$ cat config.mk
export PLATFORM = sky130hd
export DESIGN_NAME = ahb_bus_arbiter_flat
export DESIGN_NICKNAME = d
export VERILOG_FILES = /design/src/rtl/ahb_bus_arbiter_if.sv /design/src/rtl/ahb_bus_arbiter.sv /design/src/flat_wrapper.sv
export SDC_FILE = /design/constraint.sdc
export NUM_CORES = 1
export LEC_CHECK = 0
export ABC_AREA = 1
export BUFFER_PORTS_ARGS = -buffer_cell sky130_fd_sc_hd__buf_2
export CAP_MARGIN = 20
export CORE_ASPECT_RATIO = 1.2
export CORE_MARGIN = 5
export CORE_UTILIZATION = 55
export DETAILED_ROUTE_END_ITERATION = 8
export HOLD_SLACK_MARGIN = 0.12
export PLACE_DENSITY_LB_ADDON = 0.1
export RECOVER_POWER = 50
export SLEW_MARGIN = 20
export SYNTH_ARGS = -nofsm -noshare
export SYNTH_HDL_FRONTEND = slang
export SYNTH_SLANG_ARGS = --single-unit
$ cat constraint.sdc
create_clock -name HCLK -period 4.4 [get_ports HCLK]
set_input_delay 0.44 -clock HCLK [delete_from_list [all_inputs] [get_ports HCLK]]
set_output_delay 0.44 -clock HCLK [all_outputs]
set_load 0.01 [all_outputs]
$ cat src/rtl/ahb_bus_arbiter_if.sv
// Bus-side signals of the AHB arbiter: master requests in, registered grant/ownership out.
// The slave modport is the arbiter's view; the master modport is the requesters' view.
interface ahb_bus_arbiter_if #(
  parameter int NUM_MASTERS = 4,
  parameter int MW          = 2
);
  logic [NUM_MASTERS-1:0] HBUSREQ;
  logic [NUM_MASTERS-1:0] HLOCK;
  logic [1:0]             HTRANS;
  logic [2:0]             HBURST;
  logic                   HREADY;
  logic [NUM_MASTERS-1:0] HGRANT;
  logic [MW-1:0]          HMASTER;
  logic                   HMASTLOCK;
  logic [MW-1:0]          HMASTER_D;

  modport slave (
    input  HBUSREQ, HLOCK, HTRANS, HBURST, HREADY,
    output HGRANT, HMASTER, HMASTLOCK, HMASTER_D
  );

  modport master (
    output HBUSREQ, HLOCK, HTRANS, HBURST, HREADY,
    input  HGRANT, HMASTER, HMASTLOCK, HMASTER_D
  );
endinterface

$ cat src/rtl/ahb_bus_arbiter.sv
// Round-robin AHB-Lite arbiter: re-arbitrates only at burst ends with no lock held,
// and pipelines ownership into address-phase (HMASTER) and data-phase (HMASTER_D) indices.
module ahb_bus_arbiter #(
  parameter int NUM_MASTERS    = 4,
  parameter int MW             = 2,
  parameter int DEFAULT_MASTER = 0
) (
  input  logic             HCLK,
  input  logic             HRESETn,
  ahb_bus_arbiter_if.slave bus
);
  localparam logic [1:0] T_IDLE   = 2'b00;
  localparam logic [1:0] T_BUSY   = 2'b01;
  localparam logic [1:0] T_NONSEQ = 2'b10;
  localparam logic [1:0] T_SEQ    = 2'b11;

  localparam logic [MW-1:0]          DEF_IDX = MW'(DEFAULT_MASTER);
  localparam logic [MW-1:0]          RR_RST  = (DEFAULT_MASTER == NUM_MASTERS-1) ? '0 : MW'(DEFAULT_MASTER + 1);
  localparam logic [NUM_MASTERS-1:0] DEF_GNT = NUM_MASTERS'(1) << DEFAULT_MASTER;

  logic [MW-1:0]          gnt_idx;
  logic [MW-1:0]          rr_ptr;
  logic [3:0]             beats_left;
  logic [3:0]             beats_nxt;
  logic [MW-1:0]          winner;
  logic [MW-1:0]          cand;
  logic                   found;
  logic                   arb_ok;
  logic [NUM_MASTERS-1:0] gnt_nxt;

  function automatic logic [MW-1:0] wrap_inc(input logic [MW-1:0] v);
    return (v == MW'(NUM_MASTERS-1)) ? '0 : v + 1'b1;
  endfunction

  function automatic logic [3:0] burst_len_m1(input logic [2:0] hb);
    case (hb[2:1])
      2'b01:   return 4'd3;
      2'b10:   return 4'd7;
      2'b11:   return 4'd15;
      default: return 4'd0;  // SINGLE and INCR carry no fixed length
    endcase
  endfunction

  always_comb begin
    beats_nxt = beats_left;
    case (bus.HTRANS)
      T_NONSEQ: beats_nxt = burst_len_m1(bus.HBURST);
      T_SEQ:    beats_nxt = (beats_left == 4'd0) ? 4'd0 : beats_left - 4'd1;
      T_BUSY:   beats_nxt = beats_left;
      T_IDLE:   beats_nxt = 4'd0;
      default:  beats_nxt = 4'd0;
    endcase
  end

  assign arb_ok = bus.HREADY && (beats_nxt == 4'd0) && !bus.HLOCK[gnt_idx];

  // Rotating scan starting at rr_ptr; an empty request vector parks on the default master.
  always_comb begin
    winner = DEF_IDX;
    found  = 1'b0;
    cand   = rr_ptr;
    for (int k = 0; k < NUM_MASTERS; k++) begin
      if (!found && bus.HBUSREQ[cand]) begin
        winner = cand;
        found  = 1'b1;
      end
      cand = wrap_inc(cand);
    end
  end

  for (genvar i = 0; i < NUM_MASTERS; i++) begin : g_gnt
    assign gnt_nxt[i] = (winner == MW'(i));
  end

  always_ff @(posedge HCLK or negedge HRESETn) begin
    if (!HRESETn) begin
      bus.HGRANT    <= DEF_GNT;
      gnt_idx       <= DEF_IDX;
      rr_ptr        <= RR_RST;
      beats_left    <= 4'd0;
      bus.HMASTER   <= DEF_IDX;
      bus.HMASTLOCK <= 1'b0;
      bus.HMASTER_D <= DEF_IDX;
    end else if (bus.HREADY) begin
      beats_left <= beats_nxt;
      if (arb_ok) begin
        bus.HGRANT <= gnt_nxt;
        gnt_idx    <= winner;
        rr_ptr     <= wrap_inc(winner);
      end
      // Ownership follows the grant held before this edge, one HREADY cycle per stage.
      bus.HMASTER   <= gnt_idx;
      bus.HMASTLOCK <= bus.HLOCK[gnt_idx];
      bus.HMASTER_D <= bus.HMASTER;
    end
  end
endmodule

$ cat src/flat_wrapper.sv
// flat-port wrapper written by rule: the top's interface ports become plain ports
module ahb_bus_arbiter_flat 
#(
  parameter int NUM_MASTERS    = 4,
  parameter int MW             = 2,
  parameter int DEFAULT_MASTER = 0
)
  (HCLK, HRESETn, bus_HBUSREQ, bus_HLOCK, bus_HTRANS, bus_HBURST, bus_HREADY, bus_HGRANT, bus_HMASTER, bus_HMASTLOCK, bus_HMASTER_D);
  ahb_bus_arbiter_if #(.NUM_MASTERS(NUM_MASTERS), .MW(MW)) bus_i ();
  input  logic HCLK;
  input  logic HRESETn;
  input wire logic [$bits(bus_i.HBUSREQ)-1:0] bus_HBUSREQ;
  input wire logic [$bits(bus_i.HLOCK)-1:0] bus_HLOCK;
  input wire logic [$bits(bus_i.HTRANS)-1:0] bus_HTRANS;
  input wire logic [$bits(bus_i.HBURST)-1:0] bus_HBURST;
  input wire logic [$bits(bus_i.HREADY)-1:0] bus_HREADY;
  output wire logic [$bits(bus_i.HGRANT)-1:0] bus_HGRANT;
  output wire logic [$bits(bus_i.HMASTER)-1:0] bus_HMASTER;
  output wire logic [$bits(bus_i.HMASTLOCK)-1:0] bus_HMASTLOCK;
  output wire logic [$bits(bus_i.HMASTER_D)-1:0] bus_HMASTER_D;
  assign bus_i.HBUSREQ = bus_HBUSREQ;
  assign bus_i.HLOCK = bus_HLOCK;
  assign bus_i.HTRANS = bus_HTRANS;
  assign bus_i.HBURST = bus_HBURST;
  assign bus_i.HREADY = bus_HREADY;
  assign bus_HGRANT = bus_i.HGRANT;
  assign bus_HMASTER = bus_i.HMASTER;
  assign bus_HMASTLOCK = bus_i.HMASTLOCK;
  assign bus_HMASTER_D = bus_i.HMASTER_D;
  ahb_bus_arbiter #(.NUM_MASTERS(NUM_MASTERS), .MW(MW), .DEFAULT_MASTER(DEFAULT_MASTER)) u_core (.HCLK(HCLK), .HRESETn(HRESETn), .bus(bus_i));
endmodule
==> impl_summary.txt, run 1 <==
----------------------------------------------------
[Route]
  Routed length per instance ... 11.1 um
  Overall routed net length ... 2670 um
  Detailed-router iteration count before antenna repair ... 4
  Number of DRC markers in iteration 0 ... 30
  Post-route DRC violation count ... 0
  Detailed-route via count ... 1214
  Final antenna-violating net count ... 0
  Via density ... 5.06

[Critical path]
  Required time of the worst setup path ... 4630 ps
  Setup slack of the worst register-to-register path ... 2020 ps
  Crit Path Category ... reg2reg
  Arrival time worst endpoint ... 2610 ps
  Setup crit end kind ... flop
  Depth of the worst register-to-register path ... 15
  Source of the worst register-to-register timing path ... u_core.rr_ptr[0]$_DFFE_PN1P_
  Launching element type of the critical path ... flop
  Endpoint of the lowest-slack register-to-register path ... u_core.rr_ptr[0]$_DFFE_PN1P_
  CP max FO ... 9

[CTS]
  Number of levels the H-tree was split into ... 1
  Clock latency of the later-clocked register in the worst-skew pair ... 280 ps
  Cts bufs inserted ... 3
  CTS tree ... yes
  Clock sink count ... 17
  Clock buffer depth ... 2
  Clock transition at path regs ... 90 ps
  CTS-repair resized insts ... 0
  Buffer cell driving the clock tree root ... sky130_fd_sc_hd__clkbuf_4

[Global routing]
  Number of antenna violations at the first check in global routing ... 0
  Pin count of the biggest net entering global routing ... 18
  Via count of the first global-routing pass ... 1109
  Total Routing Usage GR ... 17.1%
  Wire length of the first global-routing pass ... 4560 um
  Global-route congestion overflow total ... 0

[Place]
  Placer's final routability congestion estimate ... 0.854
  DPL Wire Length ... 2210 um
  Number of cells in the design after placement ... 235
  Setup slack after placement ... 2050 ps
  Number of input and output port buffers inserted ... 23

[Logic synthesis]
  Async S/R FF share, synth ... 100%
  Most numerous cell types in the synthesized netlist ... sky130_fd_sc_hd__nand2_1, sky130_fd_sc_hd__nand3_1, sky130_fd_sc_hd__inv_1
  Main area contributors after synthesis ... sky130_fd_sc_hd__dfrtp_1, sky130_fd_sc_hd__nand2_1, sky130_fd_sc_hd__nand3_1
  Synth Register Bits ... 17
  Area leader, netlist ... sky130_fd_sc_hd__dfrtp_1
  Top-count cell post-synth ... sky130_fd_sc_hd__nand2_1
  Number of synthesis warnings ... 0
  Dominant register cell in the synthesized netlist ... sky130_fd_sc_hd__dfrtp_1
  Cell count after synthesis ... 183
  Sequential element share of the synthesized area ... 32.8%
  Area share of the largest cell type after synthesis ... 28.8%
  Area of the mapped netlist ... 1300 um^2
  Average size of a mapped cell ... 7.12 um^2
  Number of distinct library cells after synthesis ... 28
  Post-Synthesis Net Count ... 206
  Count of flip-flops with a built-in enable after synthesis ... 0

[STA]
  Post-route setup slack ... 2020 ps
  Relative slew margins ... 40.1%
  Worst clock skew on the final layout ... 4.45 ps
  Final sum of negative setup slack ... 0 ps
  Fraction of the cycle the final worst path needs ... 54.1%
  Final Max Tran Viols ... 0
  Number of endpoints failing setup at the final stage ... 0
  Unrepaired setup endpoints after global routing ... false
  Final hold vios ... 0
  Minimum period implied by the final worst setup slack ... 2380 ps
  Transition time at the pin with the least slew margin ... 898 ps
  Max Clk Rate ... 420 MHz

[Cells and area]
  ANT cells ... 0
  Register area ... 428 um^2
  Layout Area Growth over Synthesis ... 13.5%
  Fraction of final layout cells sized beyond drive strength 1 ... 27.8%
  Footprint of the multi-input gates ... 759 um^2
  Final layout net count ... 233
  Filler cells ... 233
  Post-layout instance count excluding filler cells ... 240

[Floorplan]
  DIE HEIGHT ... 63.3 um
  Area of the die ... 3450 um^2
  Starting Density ... 57.1%
  Floorplan row count ... 19
  Horizontal extent of the die ... 54.4 um
  Placeable Area ... 2280 um^2
  Num ports ... 25

[Run status]
  Result of the run ... finished clean

[Job]
  Maximum capacitance violations ... 0

[Worst hold path]
  Hold Path Stages ... 2
  Sink of the worst hold path ... u_core.bus.HGRANT[0]$_DFFE_PN1P_
  Worst min-delay path category ... reg2reg
  Source of the worst hold timing path ... u_core.bus.HGRANT[0]$_DFFE_PN1P_

[Power]
  Peak supply drop ... 492 uV
  Pwr per Cell Area ... 668 nW/um^2
  Leakage power of the design ... 0.817 nW
  Overall power of the completed layout ... 988 uW

----------------------------------------------------
==> layer usage <==
metal / track usage, % / vias to the layer above / wire [um]
met1: 18.4 / 565 / 1080
li1: - / 628 / -
met5: 0 / - / 0
met3: 2.12 / 2 / 75
met4: 5.61 / 0 / 28
met2: 32.2 / 19 / 1480
==> worst max-delay path by stage <==
stage	cells past startpoint	slack, ps	endpoint	startpoint
after global placement	14	2100	u_core.rr_ptr[1]$_DFFE_PN0P_	u_core.rr_ptr[0]$_DFFE_PN1P_
after detailed placement	15	2050	u_core.rr_ptr[0]$_DFFE_PN1P_	u_core.rr_ptr[0]$_DFFE_PN1P_
after global routing	15	1780	u_core.rr_ptr[0]$_DFFE_PN1P_	u_core.rr_ptr[0]$_DFFE_PN1P_
final	15	2020	u_core.rr_ptr[0]$_DFFE_PN1P_	u_core.rr_ptr[0]$_DFFE_PN1P_
after floorplan	15	2230	u_core.rr_ptr[1]$_DFFE_PN0P_	u_core.rr_ptr[0]$_DFFE_PN1P_
after CTS	15	2020	u_core.rr_ptr[0]$_DFFE_PN1P_	u_core.rr_ptr[0]$_DFFE_PN1P_
==> report_power, final <==
part / internal (mW) / leakage, nW / switching [mW]
combinational: 0.236 / 0.592 / 0.415
sequential: 0.215 / 0.211 / 0.0427
clock: 0.0351 / 0.0150 / 0.0444
total: 0.486 / 0.817 / 0.502
==> cell usage in the layout, fill, tap and decap left out, types with 6 or more instances in the layout <==
cell type                 count
sky130_fd_sc_hd__buf_2       21
sky130_fd_sc_hd__dfrtp_1     15
sky130_fd_sc_hd__ha_1         7
sky130_fd_sc_hd__inv_1       20
sky130_fd_sc_hd__inv_2        7
sky130_fd_sc_hd__nand2_1     56
sky130_fd_sc_hd__nand2_2     10
sky130_fd_sc_hd__nand3_1     21
sky130_fd_sc_hd__nor2_1       6
sky130_fd_sc_hd__o21ai_0      8
==> layout make-up <==
type | instances | area share, %
multi-input cells | 136 | 51.3
flip-flops and latches | 17 | 28.9
repair buffers | 24 | 8.28
inverters | 28 | 7.10
well taps | 31 | 2.62
clock buffers | 4 | 1.78
==> per-stage QoR <==
| stage | hold WS [ps] | util [%] | cell area [um^2] |
|---|---|---|---|
| floorplan | 144 | - | 1300 |
| global placement | 370 | 63.4 | 1450 |
| detailed placement | 380 | 63.4 | 1450 |
| CTS | 476 | 65.0 | 1480 |
| global route | 504 | 64.9 | 1480 |
| finish | 472 | 64.9 | 1480 |
==> worst max-delay path, stage by stage, from the launching register on <==
cell and delay [ps]:
sky130_fd_sc_hd__dfstp_2 630, sky130_fd_sc_hd__ha_1 360, sky130_fd_sc_hd__inv_1 180, sky130_fd_sc_hd__nand3_1 90, sky130_fd_sc_hd__nand2_1 80, sky130_fd_sc_hd__nand2_2 60
sky130_fd_sc_hd__nand2_2 90, sky130_fd_sc_hd__inv_1 50, sky130_fd_sc_hd__nand2_1 60, sky130_fd_sc_hd__nand3_1 80, sky130_fd_sc_hd__nand2_1 130, sky130_fd_sc_hd__inv_2 50
sky130_fd_sc_hd__ha_1 200, sky130_fd_sc_hd__nor2_2 140, sky130_fd_sc_hd__nand2_2 70, sky130_fd_sc_hd__nand2_2 50
==> registers in the layout, summed over array words and instances, names as in the netlist <==
name and count:
u_core.bus.HMASTER 2, u_core.beats_left 4, u_core.bus.HMASTER_D 2, u_core.rr_ptr 2
u_core.bus.HGRANT 4, u_core.bus.HMASTLOCK 1, u_core.gnt_idx 2
==> timing repair <==
item | CTS | global route
buffers inserted | 0 | 0
hold endpoints to repair | 15 | 0
hold buffers | 1 | 0
==> cells by family (layout without fill, tap and decap cells) <==
group           count (synthesis)  in the layout  share of synthesized area (%)
buf+inv                        30             56                           8.93
fa+ha+maj                       7              7                           6.72
simple gates                  110            110                           42.9
flops                          17             17                           32.8
compound gates                 17             17                           7.29
xor+xnor                        2              2                           1.34
(Power assumes the default switching activity.)
==> run 2: changes to the inputs <==
CORE_UTILIZATION = 54   (was 55)
clock period = 2.4 ns   (was 4.4 ns; I/O delays follow)
==> run 2 against run 1 <==
Effect of this change: sequential cell count did not move; routed wire length grew 1.7%; core utilization barely moved; largest power group unchanged; sequential share of layout area fell by 0.31 points; register-to-register slack got worse by 1800 ps; clock power rose by 86%; maximum frequency grew 8.2%; clock skew barely moved; non-clock buffer count increased by 2; hold slack worse by 180 ps; global-route usage is 1.3 points higher; die area grew 1.5%.
==> impl_summary.txt, run 2 (synthesized netlist as in run 1, its figures left out) <==
----------------------------------------------------
[CTS]
  Clock transition at path regs ... 90 ps (about the same)
  Setup fix buffers added after clock tree synthesis ... 0 (unchanged)
  Clock latency of the later-clocked register in the worst-skew pair ... 280 ps (about the same)
  CTS tree ... yes
  Cts bufs inserted ... 3 (unchanged)
  Buffer cell driving the clock tree root ... sky130_fd_sc_hd__clkbuf_4
  Clock sink count ... 17 (unchanged)
  Clock buffer depth ... 2 (unchanged)
  Number of levels the H-tree was split into ... 1 (unchanged)

[Route]
  Detailed-router iteration count before antenna repair ... 4 (unchanged)
  Overall routed net length ... 2710 um (+1.7%)
  Via density ... 4.96 (-1.9%)
  Routed length per instance ... 11.2 um (+0.89%)
  Detailed-route via count ... 1201 (-1.1%)
  Number of DRC markers in iteration 0 ... 41 (+37%)
  Final antenna-violating net count ... 0 (unchanged)
  Post-route DRC violation count ... 0 (unchanged)

[Cells and area]
  Layout Area Growth over Synthesis ... 14.8%
  Footprint of the multi-input gates ... 759 um^2 (unchanged)
  ANT cells ... 0 (unchanged)
  Fraction of final layout cells sized beyond drive strength 1 ... 28.9% (+1.2 points)
  Top library cells by usage in the layout, fill and taps aside ... sky130_fd_sc_hd__nand2_1, sky130_fd_sc_hd__buf_2, sky130_fd_sc_hd__nand3_1
  Registers with the most flip-flops ... u_core.beats_left x4, u_core.bus.HGRANT x4
  Filler cells ... 205 (-12%)
  Commonest non-fill, non-tap cell in the layout ... sky130_fd_sc_hd__nand2_1
  Register area ... 428 um^2 (unchanged)
  Final layout net count ... 235 (+0.86%)

[STA]
  Max Clk Rate ... 455 MHz (+8.2%)
  Final Max Tran Viols ... 0 (unchanged)
  Fraction of the cycle the final worst path needs ... 91.7% (+38 points)
  Worst clock skew on the final layout ... 4.23 ps (-0.217 ps)
  Relative slew margins ... 40.7% (+0.61 points)
  Number of endpoints failing setup at the final stage ... 0 (unchanged)
  Final hold vios ... 0 (unchanged)
  Unrepaired setup endpoints after global routing ... false
  Final sum of negative setup slack ... 0 ps (unchanged)
  Minimum period implied by the final worst setup slack ... 2200 ps (-180 ps)
  Post-route setup slack ... 200 ps (-1820 ps)
  Transition time at the pin with the least slew margin ... 889 ps (-9.10 ps)

[Critical path]
  Required time of the worst setup path ... 2630 ps (-2000 ps)
  Worst path max stage delay ... 540 ps (-90 ps)
  Buffer and inverter count on the worst path ... 3 (unchanged)
  Crit Path Category ... reg2reg
  Crit-path cells ... ha_1 -> inv_1 -> nand3_1 -> nand2_1 -> nand2_2 -> nand2_2 -> inv_1 -> nand2_1 -> nand3_1 -> nand2_1 -> inv_2 -> ha_1 -> nor2_2 -> nand2_2 -> nand2_2
  Setup crit end kind ... flop
  Launching element type of the critical path ... flop
  CP max FO ... 7 (-2)
  Kind of cell adding the most delay to the critical path ... simple AND/OR/NAND/NOR gates
  Arrival time worst endpoint ... 2430 ps (-180 ps)
  CP max stage cell ... sky130_fd_sc_hd__dfstp_2
  Most frequent CP cell ... sky130_fd_sc_hd__nand2_2

[Floorplan]
  DIE HEIGHT ... 63.8 um (+0.77%)
  Area of the die ... 3500 um^2 (+1.5%)
  Starting Density ... 56.5% (-0.59 points)
  Horizontal extent of the die ... 54.9 um (+0.75%)
  Num ports ... 25 (unchanged)
  Placeable Area ... 2310 um^2 (+1.0%)
  Floorplan row count ... 19 (unchanged)

[Place]
  Number of input and output port buffers inserted ... 23 (unchanged)
  Placer's final routability congestion estimate ... 0.863 (+1.1%)
  DPL Wire Length ... 2210 um (+0.11%)
  Setup slack after placement ... 223 ps (-1820 ps)

[Global routing]
  Wire length of the first global-routing pass ... 4900 um (+7.4%)
  Via count of the first global-routing pass ... 1225 (+10%)
  Pin count of the biggest net entering global routing ... 18 (unchanged)
  Total Routing Usage GR ... 18.4% (+1.3 points)
  Number of antenna violations at the first check in global routing ... 0 (unchanged)
  Global-route congestion overflow total ... 0 (unchanged)

[Power]
  Peak supply drop ... 904 uV (+84%)
  Pwr per Cell Area ... 1230 nW/um^2 (+85%)
  Leakage power of the design ... 0.830 nW (+1.6%)

[Run status]
  Result of the run ... finished clean

[Job]
  Maximum capacitance violations ... 0 (unchanged)

[Worst hold path]
  Worst min-delay path category ... in2reg

----------------------------------------------------
==> run 2: cell count changes in the layout (fill, tap and decap cells not counted), sizes merged <==
cell and delta:
clkbuf -1, buf +3
==> run 2: path summary, 6_finish.rpt <==
kind	from	to	slack (ps)	depth (start not counted)
max in group asynchronous	HRESETn	u_core.beats_left[3]$_DFFE_PN0P_	1270	2
min in group asynchronous	HRESETn	u_core.rr_ptr[1]$_DFFE_PN0P_	580	2
hold reg to reg	u_core.bus.HGRANT[0]$_DFFE_PN1P_	u_core.bus.HGRANT[0]$_DFFE_PN1P_	470	2
setup / recovery	u_core.rr_ptr[0]$_DFFE_PN1P_	u_core.rr_ptr[0]$_DFFE_PN1P_	200	15
setup reg to reg	u_core.rr_ptr[0]$_DFFE_PN1P_	u_core.rr_ptr[0]$_DFFE_PN1P_	200	15
hold / removal	bus_HREADY	u_core.beats_left[2]$_DFFE_PN0P_	290	2
==> run 2: area by class of cell <==
class,instances,share of cell area (%)
clock buffer,4,1.76
inverter,28,7.02
multi-input combinational,136,50.8
sequential,17,28.6
tap,31,2.59
timing repair buffer,26,9.28
==> run 2: metal layers <==
layer / global-route usage [%] / vias up / routed length, um
met5: 0 / - / 0
met4: 6.23 / 0 / 20
met3: 3.02 / 2 / 108
met2: 34.2 / 22 / 1520
met1: 19.7 / 549 / 1070
li1: - / 628 / -
==> run 2: repair_timing <==
action                                 in CTS  in global routing
resized for setup                           0                  0
endpoints found under the hold margin      15                  0
hold buffers                                1                  0
==> run 2: report_power, final <==
group	switching [mW]	internal (mW)	leakage, nW
logic	0.778	0.461	0.604
clock network	0.0838	0.0645	0.0150
registers	0.0657	0.393	0.211
==> run 2: through the flow <==
stage | hold slack [ps] | std cells | instance area [um^2] | total power, mW | utilization, %
finish | 288 | 242 | 1500 | 1.85 | 64.9
global route | 285 | 242 | 1500 | 2.06 | 64.9
CTS | 280 | 242 | 1500 | 1.86 | 64.9
detailed placement | 181 | 237 | 1460 | 1.70 | 63.4
global placement | 170 | 237 | 1460 | 1.67 | 63.4
floorplan | -55.6 | 183 | 1300 | 1.43 | -
